--- src/rtl/wordle_game_ctrl.sv ---
// -----------------------------------------------------------------------------
// wordle_game_ctrl
//
// Purpose: game controller for a Wordle-style word puzzle. Collects letters
// for the current row from a key interface, scores a submitted row against a
// secret word latched at game start (exact matches first, then left-to-right
// "present" matching that never credits a target letter twice), and tracks
// guesses until the word is found or the guess budget runs out.
//
// Ports:
//   clk          - single clock, rising edge
//   clr          - asynchronous active-high reset
//   start        - pulse: begin a game (IDLE) or leave WIN/LOSE back to IDLE
//   target_word  - secret word, letter i at [LW*i +: LW], latched on start
//   key_valid    - key_letter holds a letter this cycle
//   key_letter   - letter code (0..25 legal)
//   key_del      - delete the last entered letter
//   key_submit   - submit the current row
//   row_cells    - current row, cell i = {color[1:0], letter} zero-padded to 7b
//   cursor       - number of letters entered in the current row
//   guess_count  - number of completed (scored) guesses
//   state        - IDLE=0 EDIT=1 SCORE_G=2 SCORE_Y=3 CHECK=4 WIN=5 LOSE=6
//   score_valid  - one-cycle pulse when row_cells holds the final colors
//   reject       - one-cycle pulse after an incomplete row was submitted
// -----------------------------------------------------------------------------
module wordle_game_ctrl #(
  parameter int WORD_LEN    = 5,
  parameter int MAX_GUESSES = 6,
  parameter int LW          = 5
) (
  input  logic                               clk,
  input  logic                               clr,
  input  logic                               start,
  input  logic [WORD_LEN*LW-1:0]             target_word,
  input  logic                               key_valid,
  input  logic [LW-1:0]                      key_letter,
  input  logic                               key_del,
  input  logic                               key_submit,
  output logic [WORD_LEN*7-1:0]              row_cells,
  output logic [$clog2(WORD_LEN+1)-1:0]      cursor,
  output logic [3:0]                         guess_count,
  output logic [2:0]                         state,
  output logic                               score_valid,
  output logic                               reject
);

  localparam int CW = $clog2(WORD_LEN+1);

  localparam logic [LW-1:0] EMPTY      = LW'(26);
  localparam logic [LW-1:0] MAX_LETTER = LW'(25);

  localparam logic [1:0] C_NONE    = 2'b00;
  localparam logic [1:0] C_ABSENT  = 2'b01;
  localparam logic [1:0] C_PRESENT = 2'b10;
  localparam logic [1:0] C_CORRECT = 2'b11;

  typedef enum logic [2:0] {
    S_IDLE    = 3'd0,
    S_EDIT    = 3'd1,
    S_SCORE_G = 3'd2,
    S_SCORE_Y = 3'd3,
    S_CHECK   = 3'd4,
    S_WIN     = 3'd5,
    S_LOSE    = 3'd6
  } state_t;

  state_t                 state_q,       state_d;
  logic [LW-1:0]          letter_q [WORD_LEN];
  logic [LW-1:0]          letter_d [WORD_LEN];
  logic [1:0]             color_q  [WORD_LEN];
  logic [1:0]             color_d  [WORD_LEN];
  logic [WORD_LEN*LW-1:0] target_q,      target_d;
  logic [WORD_LEN-1:0]    used_q,        used_d;
  logic [CW-1:0]          j_q,           j_d;
  logic [CW-1:0]          cursor_q,      cursor_d;
  logic [3:0]             guess_q,       guess_d;
  logic                   score_valid_q, score_valid_d;
  logic                   reject_q,      reject_d;

  // Per-position views of the latched target and row status
  logic [LW-1:0]       tgt [WORD_LEN];
  logic [WORD_LEN-1:0] green_hit;
  logic [WORD_LEN-1:0] cell_correct;

  generate
    for (genvar gi = 0; gi < WORD_LEN; gi++) begin : g_cell
      assign tgt[gi]          = target_q[LW*gi +: LW];
      assign green_hit[gi]    = (letter_q[gi] == tgt[gi]);
      assign cell_correct[gi] = (color_q[gi] == C_CORRECT);
      if (LW + 2 < 7) begin : g_pad
        assign row_cells[7*gi +: 7] = {{(5-LW){1'b0}}, color_q[gi], letter_q[gi]};
      end else begin : g_nopad
        assign row_cells[7*gi +: 7] = {color_q[gi], letter_q[gi]};
      end
    end
  endgenerate

  // Yellow pass helper: letter/color of cell j and the lowest unused target
  // position holding the same letter (one-hot, so it can be OR-ed into used).
  logic [LW-1:0]       guess_j;
  logic [1:0]          color_j;
  logic                match_found;
  logic [WORD_LEN-1:0] match_onehot;

  always_comb begin
    guess_j      = '0;
    color_j      = C_NONE;
    match_found  = 1'b0;
    match_onehot = '0;
    for (int i = 0; i < WORD_LEN; i++) begin
      if (CW'(i) == j_q) begin
        guess_j = letter_q[i];
        color_j = color_q[i];
      end
    end
    for (int k = 0; k < WORD_LEN; k++) begin
      if (!match_found && !used_q[k] && (tgt[k] == guess_j)) begin
        match_onehot[k] = 1'b1;
        match_found     = 1'b1;
      end
    end
  end

  // Next-state and datapath updates
  always_comb begin
    state_d       = state_q;
    letter_d      = letter_q;
    color_d       = color_q;
    target_d      = target_q;
    used_d        = used_q;
    j_d           = j_q;
    cursor_d      = cursor_q;
    guess_d       = guess_q;
    score_valid_d = 1'b0;
    reject_d      = 1'b0;

    case (state_q)
      S_IDLE: begin
        if (start) begin
          target_d = target_word;
          for (int i = 0; i < WORD_LEN; i++) begin
            letter_d[i] = EMPTY;
            color_d[i]  = C_NONE;
          end
          used_d   = '0;
          cursor_d = '0;
          guess_d  = '0;
          state_d  = S_EDIT;
        end
      end

      S_EDIT: begin
        if (key_submit) begin
          if (cursor_q == CW'(WORD_LEN)) begin
            state_d = S_SCORE_G;
          end else begin
            reject_d = 1'b1;
          end
        end else if (key_del) begin
          if (cursor_q != '0) begin
            for (int i = 0; i < WORD_LEN; i++) begin
              if (CW'(i) == cursor_q - CW'(1)) begin
                letter_d[i] = EMPTY;
                color_d[i]  = C_NONE;
              end
            end
            cursor_d = cursor_q - CW'(1);
          end
        end else if (key_valid) begin
          if ((cursor_q < CW'(WORD_LEN)) && (key_letter <= MAX_LETTER)) begin
            for (int i = 0; i < WORD_LEN; i++) begin
              if (CW'(i) == cursor_q) begin
                letter_d[i] = key_letter;
                color_d[i]  = C_NONE;
              end
            end
            cursor_d = cursor_q + CW'(1);
          end
        end
      end

      S_SCORE_G: begin
        // Exact matches claim their target letter before any yellow search
        for (int i = 0; i < WORD_LEN; i++) begin
          if (green_hit[i]) begin
            color_d[i] = C_CORRECT;
          end
        end
        used_d  = green_hit;
        j_d     = '0;
        state_d = S_SCORE_Y;
      end

      S_SCORE_Y: begin
        if (color_j != C_CORRECT) begin
          for (int i = 0; i < WORD_LEN; i++) begin
            if (CW'(i) == j_q) begin
              color_d[i] = match_found ? C_PRESENT : C_ABSENT;
            end
          end
          used_d = used_q | match_onehot;
        end
        if (j_q == CW'(WORD_LEN-1)) begin
          guess_d       = guess_q + 4'd1;
          score_valid_d = 1'b1;
          state_d       = S_CHECK;
        end else begin
          j_d = j_q + CW'(1);
        end
      end

      S_CHECK: begin
        if (&cell_correct) begin
          state_d = S_WIN;
        end else if (guess_q == 4'(MAX_GUESSES)) begin
          state_d = S_LOSE;
        end else begin
          for (int i = 0; i < WORD_LEN; i++) begin
            letter_d[i] = EMPTY;
            color_d[i]  = C_NONE;
          end
          used_d   = '0;
          cursor_d = '0;
          state_d  = S_EDIT;
        end
      end

      S_WIN, S_LOSE: begin
        // Scored row stays visible until the player acknowledges with start
        if (start) begin
          state_d = S_IDLE;
        end
      end

      default: state_d = S_IDLE;
    endcase
  end

  always_ff @(posedge clk or posedge clr) begin
    if (clr) begin
      state_q <= S_IDLE;
      for (int i = 0; i < WORD_LEN; i++) begin
        letter_q[i] <= EMPTY;
        color_q[i]  <= C_NONE;
      end
      target_q      <= '0;
      used_q        <= '0;
      j_q           <= '0;
      cursor_q      <= '0;
      guess_q       <= '0;
      score_valid_q <= 1'b0;
      reject_q      <= 1'b0;
    end else begin
      state_q       <= state_d;
      letter_q      <= letter_d;
      color_q       <= color_d;
      target_q      <= target_d;
      used_q        <= used_d;
      j_q           <= j_d;
      cursor_q      <= cursor_d;
      guess_q       <= guess_d;
      score_valid_q <= score_valid_d;
      reject_q      <= reject_d;
    end
  end

  assign cursor      = cursor_q;
  assign guess_count = guess_q;
  assign state       = 3'(state_q);
  assign score_valid = score_valid_q;
  assign reject      = reject_q;

endmodule
--- config.mk ---
export PLATFORM = sky130hd
export DESIGN_NAME = wordle_game_ctrl
export DESIGN_NICKNAME = d
export VERILOG_FILES = /design/src/rtl/wordle_game_ctrl.sv
export SDC_FILE = /design/constraint.sdc
export NUM_CORES = 1
export LEC_CHECK = 0
export BUFFER_PORTS_ARGS = -buffer_cell sky130_fd_sc_hd__buf_4
export CAP_MARGIN = 25
export CELL_PAD_IN_SITES_DETAIL_PLACEMENT = 0
export CELL_PAD_IN_SITES_GLOBAL_PLACEMENT = 1
export CORE_ASPECT_RATIO = 1.2
export CORE_MARGIN = 3
export CORE_UTILIZATION = 49
export CTS_BUF_LIST = sky130_fd_sc_hd__clkbuf_2 sky130_fd_sc_hd__clkbuf_4 sky130_fd_sc_hd__clkbuf_8
export DETAILED_ROUTE_END_ITERATION = 7
export PLACE_DENSITY = 0.95
export SLEW_MARGIN = 30
export SYNTH_ARGS = -nofsm -noshare
export SYNTH_HDL_FRONTEND = slang
export SYNTH_SLANG_ARGS = --single-unit
export TNS_END_PERCENT = 100
--- constraint.sdc ---
create_clock -name clk -period 6.15 [get_ports clk]
set_clock_uncertainty 0.1 [all_clocks]
set_input_delay 0.9225 -clock clk [delete_from_list [all_inputs] [get_ports clk]]
set_output_delay 0.9225 -clock clk [all_outputs]
set_load 0.02 [all_outputs]
==> results of run 1 <==
-- final cells by class --
class / count / area, um2 / area share (%)
repair buffers: 86 / 649 / 10.7
well taps: 126 / 158 / 2.61
inverters: 21 / 80.1 / 1.33
clock buffers: 10 / 131 / 2.17
clock inverters: 6 / 60.1 / 0.994
flip-flops and latches: 80 / 2020 / 33.4
multi-input cells: 384 / 2940 / 48.7
-- through the flow --
step	std cells	area (um2)	setup WS, ns
global route	713	6040	2.27
global placement	697	5850	2.68
finish	713	6040	2.50
CTS	713	6040	2.54
detailed placement	697	5850	2.57
floorplan	507	5150	3.10
-- cells by family after synthesis --
| kind of cell | after synthesis | share of synthesized area (%) |
|---|---|---|
| AO/OA/AOI/OAI | 121 | 17.2 |
| adder cells (fa/ha/maj) | 15 | 3.64 |
| buffers and inverters | 43 | 3.74 |
| multiplexers | 52 | 11.5 |
| flip-flops | 80 | 39.2 |
| AND/OR/NAND/NOR | 156 | 17.8 |
| XOR/XNOR | 40 | 6.80 |
-- synthesized netlist by cell type (5+ instances only) --
master and instances:
xnor2_1 25, o221a_2 5, o31ai_1 9, mux2i_1 8
nor2b_1 6, nor2_1 26, o21ai_0 33, ha_1 15
clkbuf_1 13, xor2_1 15, nand3_1 21, inv_1 21
mux2_2 39, dfstp_2 15, o211ai_1 5, a21oi_1 14
nand2_1 34, or3_1 7, o22ai_1 8, a22o_1 8
dfrtp_1 65, nand3b_1 12, nand2b_1 6, mux2_4 5
a31oi_1 8, nor3_1 10
-- power by group through the flow --
stage	clock [uW]	combinational (uW)	sequential (uW)
2_1_floorplan	0	1700	1200
3_3_place_gp	0	2370	1180
3_5_place_dp	0	2430	1180
4_1_cts	401	2440	1180
5_1_grt	426	2650	1220
6_report	395	2450	1180
-- layer usage --
layer	track usage, %	vias up
met5	0	-
met4	10.7	0
met3	4.60	34
met2	41.9	156
met1	31.6	2152
li1	-	2007
-- sequential cells by signal, indices dropped and copies added, names as in the netlist --
signal / count
used_q: 5
target_q: 25
j_q: 3
score_valid: 1
row_cells: 35
state: 3
reject: 1
cursor: 3
guess_count: 4
-- worst register-to-register path: stages, from the launching register on --
cell and delay, ns:
dfrtp_1 0.43, inv_1 0.09, ha_1 0.44, and4b_1 0.33, a2111o_1 0.45, a31oi_4 0.20, nand4_4 0.25, a211oi_4 0.58
and2_1 0.31, mux2_2 0.35
-- final timing paths --
path                                from       endpoint  slack [ns]
setup reg to reg                  j_q[0]  row_cells[14]        2.50
hold / removal             row_cells[26]  row_cells[26]        0.46
max in group asynchronous            clr   target_q[22]        4.79
min in group asynchronous            clr      cursor[1]        0.65
setup / recovery                  j_q[0]  row_cells[14]        2.50
hold reg to reg            row_cells[26]  row_cells[26]        0.46
==> results.txt, run 1 <==
* Result of the run: completed
- Kind of start point of the critical path: register
* Final Slew Violations: 0
* Worst hold-check slack: 0.457 ns
- Core Util, Final: 59.8%
* Maximum fanout encountered on the critical timing path: 17
- Sequential cells were found to cover 39.2% of the synthesized design area.
- Counting every net in the synthesized netlist gives 558.
* Worst reg2reg path depth: 9
- Row Count: 40
* Post-DP HPWL: 10.8 mm
- The final layout contains routed wiring with a total length of 14.6 mm.
- I/O pins: 83
- The netlist uses 68 different library cells.
- Iteration-0 DRC count of the detailed router: 235
* Mapped Cells: 507
- Most common cell after layout, fill and taps aside: buf_4
- Across every metal layer, demand over resource in global routing totals 25.1%.
- At the end of routability-driven placement, the weighted congestion stood at 0.944.
- Part of the power in the clock network: 9.8%
* Minimum clock period: 3.65 ns
- The critical path in this run is classified as register to register.
- In this run the biggest area consumer among cell types represents 31.6% of the synthesized area.
- Averaged over all synthesized cells, the footprint is 10.2 um2.
* Max Freq: 0.274 GHz
* Pin count of the biggest net entering global routing: 81
- On the critical path, the stage with the largest delay is an instance of a211oi_4.
* DRC violations left: 0
- The H-tree was split into 3 levels.
- Internal power contribution: 2090 uW
- Total power: 4030 uW
- The number of endpoints with negative hold slack in the final report was 0.
- The number of antenna diodes in the final layout is 0.
- The number of global-route vias before repair came to 4,391.
- The initial antenna violation count is 0.
- Primary flip-flop cell chosen by synthesis mapping: dfrtp_1
- In the synthesized netlist the async set-or-reset flop fraction comes to 100%.
- Congestion Overflow GR: 0
- For this run, the detailed router's first-pass iteration total came to 5.
* Clock net sink count: 80
- In this run the deepest clock path goes through 2 buffers.
* Total number of yosys warnings: 0
* CTS Root Buffer Type: clkbuf_8
* Layout-stage area growth over the synthesis result: 17.3%
- Number of vias in the routed layout: 4,349
- The later pin in the worst-skew pair is clocked with a latency of 0.36 ns.
- Clock-pin slew was measured on the worst setup and hold paths at 0.08 ns.
* Number of max-cap violations: 0
* Part of the total power dissipated in sequential elements: 29.3%
* IO buf count: 82
- For this design the total switching power over the nets is 1940 uW.
- STA classifies the critical path endpoint as a register.
- Setup violations remaining at the end of the flow were counted as 0.
* Detail Route met2 WL: 7.41 mm
- Together, buffers and inverters on the worst path number 1.
* Combinational power share: 60.9%
- In the final routed layout, each cell accounts on average for 20.5 um.
- Dividing the final minimum period by the clock period gives 59.3%.
- Setup repair after global routing missed its margin: no
- Switching share of power: 48.0%
* Kind of cell with the highest combined delay on the critical path: compound AO/OA/AOI/OAI gates
- Detailed routing placed a total of 736 um of wire on met3.
* Chain of cells forming the critical path: inv_1 > ha_1 > and4b_1 > a2111o_1 > a31oi_4 > nand4_4 > a211oi_4 > and2_1 > mux2_2
- The layout has 893 filler cells.
- The path class of the tightest hold or removal check is register to register.
* Most frequent cells in the layout: buf_4, dfrtp_1, mux2_2
* Top routing layer in use: met4
- Once the clock tree was built, the setup fixing pass inserted 0 buffers.
- The floorplan step defined a core boundary enclosing 10,100 um2.
- Number of register bits inferred by synthesis: 80
- In this run, post-CTS hold repair placed 0 buffers.
- For this configuration, the core starts out at a cell density of 50.9%.
* Top cells by area in the synthesized netlist: dfrtp_1, mux2_2, dfstp_2
- Final Net Count: 633
* Die boundary height: 118 um
- Power density over the cells: 667 nW/um2
- STA puts the critical path data arrival time at 3.79 ns.
- Adding up every negative setup slack in the final design gives 0 ns.
- At the pin with the least slew margin, the transition time is 1.01 ns.
* Clock tree from TritonCTS: built
- Syn Std Cell Area: 5150 um2
* Fraction of final layout cells with drive strength greater than 1: 32.2%
- In the final routing, the length of wire on met1 measures 6.02 mm.
* Die Footprint: 11,800 um2
- Dividing the detail-routed via count by the number of cells gives 6.10.
* Number of cells on the worst hold path: 2
* Post-synthesis cell type with the largest combined area: dfrtp_1
* Longest individual stage delay on the worst path: 0.58 ns
- Global-route wire length before repair: 23.1 mm
- The critical path runs through a total of 9 cells.
- Endpoint required time on the critical path: 6.29 ns
- X dimension of the die: 99.6 um
* Worst ir drop on vdd: 0.386 mV
- The count of nets left with antenna violations once routing finished came out at 0.
- The worst pin sits at a relative slew slack of 32.5%.
- Number of CTS-inserted buffers: 9
- Static Leakage: 0.00259 uW
* Number of enable-type register cells in the synthesized netlist: 0
- The number of gates resized after CTS was 0.
No activity file was read; power rests on OpenSTA's default activity.
==> run 2, diff against run 1 <==
--- a/config.mk
+++ b/config.mk
@@ -11,10 +11,10 @@
 export CELL_PAD_IN_SITES_GLOBAL_PLACEMENT = 1
 export CORE_ASPECT_RATIO = 1.2
 export CORE_MARGIN = 3
-export CORE_UTILIZATION = 49
+export CORE_UTILIZATION = 46
 export CTS_BUF_LIST = sky130_fd_sc_hd__clkbuf_2 sky130_fd_sc_hd__clkbuf_4 sky130_fd_sc_hd__clkbuf_8
 export DETAILED_ROUTE_END_ITERATION = 7
-export PLACE_DENSITY = 0.95
+export PLACE_DENSITY = 0.91
 export SLEW_MARGIN = 30
 export SYNTH_ARGS = -nofsm -noshare
 export SYNTH_HDL_FRONTEND = slang
==> constraint.sdc (replaced) <==
create_clock -name clk -period 3.6 [get_ports clk]
set_clock_uncertainty 0.1 [all_clocks]
set_input_delay 0.54 -clock clk [delete_from_list [all_inputs] [get_ports clk]]
set_output_delay 0.54 -clock clk [all_outputs]
set_load 0.02 [all_outputs]
==> results.txt, run 2 (same netlist as run 1, synthesis figures left out) <==
* Result of the run: completed
- Setup slack of the most critical reg-to-reg path: 0.29 ns
* Mean number of vias per cell: 5.94
* Static Leakage: 0.00267 uW
* Initial antenna violation count: 0
- Net switching power: 3320 uW
- Filler cell count: 949
* Setup TNS: 0 ns
- The clock drives 80 sinks.
- Remaining antenna violation count after routing: 0
- TritonCTS built the clock tree.
- Path type of the worst min-delay path: input pin to async pin
- Minimum clock period: 3.31 ns
- Setup repair after global routing left no endpoint under its margin.
- Post-DP HPWL: 11.5 mm
- The number of antenna diodes in the final layout is 0.
* Global-route usage over all layers: 25.3%
- X dimension of the die: 103 um
- The clock reaches the later pin of the worst-skew pair after 0.37 ns.
- Compared with the post-synthesis result, the final layout area differs by 20.1%.
- Number of buffer and inverter instances along the worst setup path: 2
- Routed WL per cell: 20.6 um
- Final Slew Violations: 0
* Total wirelength of the detailed-routed design: 14.9 mm
- Power density over the cells: 1150 nW/um2
- The first global-routing pass estimated 23.9 mm of wire.
- RD Place Congestion: 0.918
* Endpoint required time on the critical path: 3.77 ns
- Setup violators final: 0
- The endpoint identified for the worst register-to-register timing path is used_q[4].
- IR analysis of the VDD net gives a maximum drop of 0.509 mV.
- Final Net Count: 643
- Critical setup path kind: register to register
* Number of CTS-inserted buffers: 9
- Longest individual stage delay on the worst path: 0.60 ns
- Kind of cell with the highest combined delay on the critical path: simple AND/OR/NAND/NOR gates
- Part of the total power dissipated in sequential elements: 28.3%
* Master of the slowest instance on the critical path: or4_1
- The tool flagged a number of max-cap violations equal to 0.
- Start of the worst register-to-register path: j_q[0]
- Combinational power share: 60.1%
* Final hold violation count: 0
* Row Count: 41
- Buffers inserted to repair hold after CTS numbered 0.
- Maximum fanout encountered on the critical timing path: 10
- The region available for standard cell placement spans 10,700 um2.
- After detailed routing, the number of remaining DRC violations is 0.
- Most frequent cells in the layout: buf_4, dfrtp_1, mux2_2
* Total iterations of the first detailed-routing run: 4
- Cells with a size suffix above 1 make up 33.3% of the layout.
- The initial utilization of the core area, before any placement, comes to 48.0%.
- The number of global-route vias before repair came to 4,404.
- Final hold analysis gives a worst-case slack of 0.163 ns.
- Global routing finished with a remaining overflow of 0.
- Die Footprint: 12,500 um2
- For the worst flop-to-flop path, the logic depth is 10.
* Pin count of the biggest net entering global routing: 42
* CTS Root Buffer Type: clkbuf_8
- After the first detailed-routing iteration, the DRC count stood at 179.
- Buffers placed on the I/O ports in this run total 82.
* Clock-pin slew on the worst setup and hold paths: 0.09 ns
* Part of the power in the clock network: 11.6%
- 83 I/O pins were placed.
* Core Util, Final: 57.7%
- The number of setup buffers added after CTS is 0.
- Max Freq: 0.302 GHz
- Post-cts repair resize count: 0
* Switching share of power: 46.7%
- Number of vias in the routed layout: 4,314
- Nature of the critical path endpoint: register
- Endpoint arrival time on the critical path: 3.47 ns
* Internal power contribution: 3790 uW
- Leaving out fill and tap cells, the most frequent cell in the layout is buf_4.
* Final period utilization: 91.8%
* Flip-flop count of the largest register after layout: 35
* Worst slew margin: 52.5%
- Die boundary height: 122 um
* Buffer levels on the longest clock path: 2
- Chain of cells forming the critical path: inv_1 > ha_1 > buf_4 > nand2_1 > o21ai_0 > nand3_1 > a22o_1 > or4_1 > nand2b_1 > o31ai_1
* Kind of start point of the critical path: register
- The clock tree synthesis step divided the H-tree into 3 levels.
* Transition at the pin with the smallest max-transition slack: 0.712 ns
==> run 2: power groups by stage <==
stage / combinational, uW / clock (uW) / sequential (uW)
floorplan: 2910 / 0 / 2050
global placement: 4180 / 0 / 2010
detailed placement: 4250 / 0 / 2020
CTS: 4280 / 840 / 2010
global route: 4680 / 880 / 2070
finish: 4270 / 825 / 2010
==> run 2: worst reg2reg max path, cell delays in order (launching register included) <==
cell,delay [ns]
dfrtp_1,0.43
inv_1,0.11
ha_1,0.41
buf_4,0.24
nand2_1,0.23
o21ai_0,0.34
nand3_1,0.11
a22o_1,0.23
or4_1,0.60
nand2b_1,0.18
o31ai_1,0.23
==> run 2: area by class of cell <==
type	count	area [um2]	area share (%)
clock buffers	11	139	2.25
clock inverters	5	106	1.72
inverters	21	80.1	1.30
multi-input cells	384	2940	47.6
flip-flops and latches	80	2020	32.7
well taps	129	161	2.61
repair buffers	96	733	11.9
==> run 2: worst max-delay path by stage <==
stage	start	end	slack [ns]	cells past startpoint
3_5_place_dp	j_q[0]	row_cells[2]	0.35	9
4_1_cts	j_q[0]	used_q[4]	0.31	10
3_3_place_gp	j_q[0]	row_cells[0]	0.45	9
6_report	j_q[0]	used_q[4]	0.29	10
5_1_grt	j_q[0]	row_cells[27]	0.14	10
2_1_floorplan	j_q[2]	row_cells[13]	0.62	11
==> run 2: layer usage <==
layer | track usage, % | wire length, um | vias to the layer above | share of wire, %
met4 | 10.9 | 549 | 0 | 3.7
met2 | 42.4 | 7450 | 132 | 50
li1 | - | - | 2021 | -
met1 | 31.1 | 6160 | 2127 | 41
met3 | 5.27 | 769 | 34 | 5.2
met5 | 0 | 0 | - | 0
==> run 2: stage by stage <==
stage / std cells / area, um2 / worst slack (ns) / power (uW)
global route: 726 / 6180 / 0.137 / 7630
floorplan: 507 / 5150 / 0.618 / 4960
global placement: 710 / 5940 / 0.447 / 6180
finish: 726 / 6180 / 0.294 / 7100
CTS: 726 / 6180 / 0.313 / 7120
detailed placement: 710 / 5940 / 0.346 / 6270
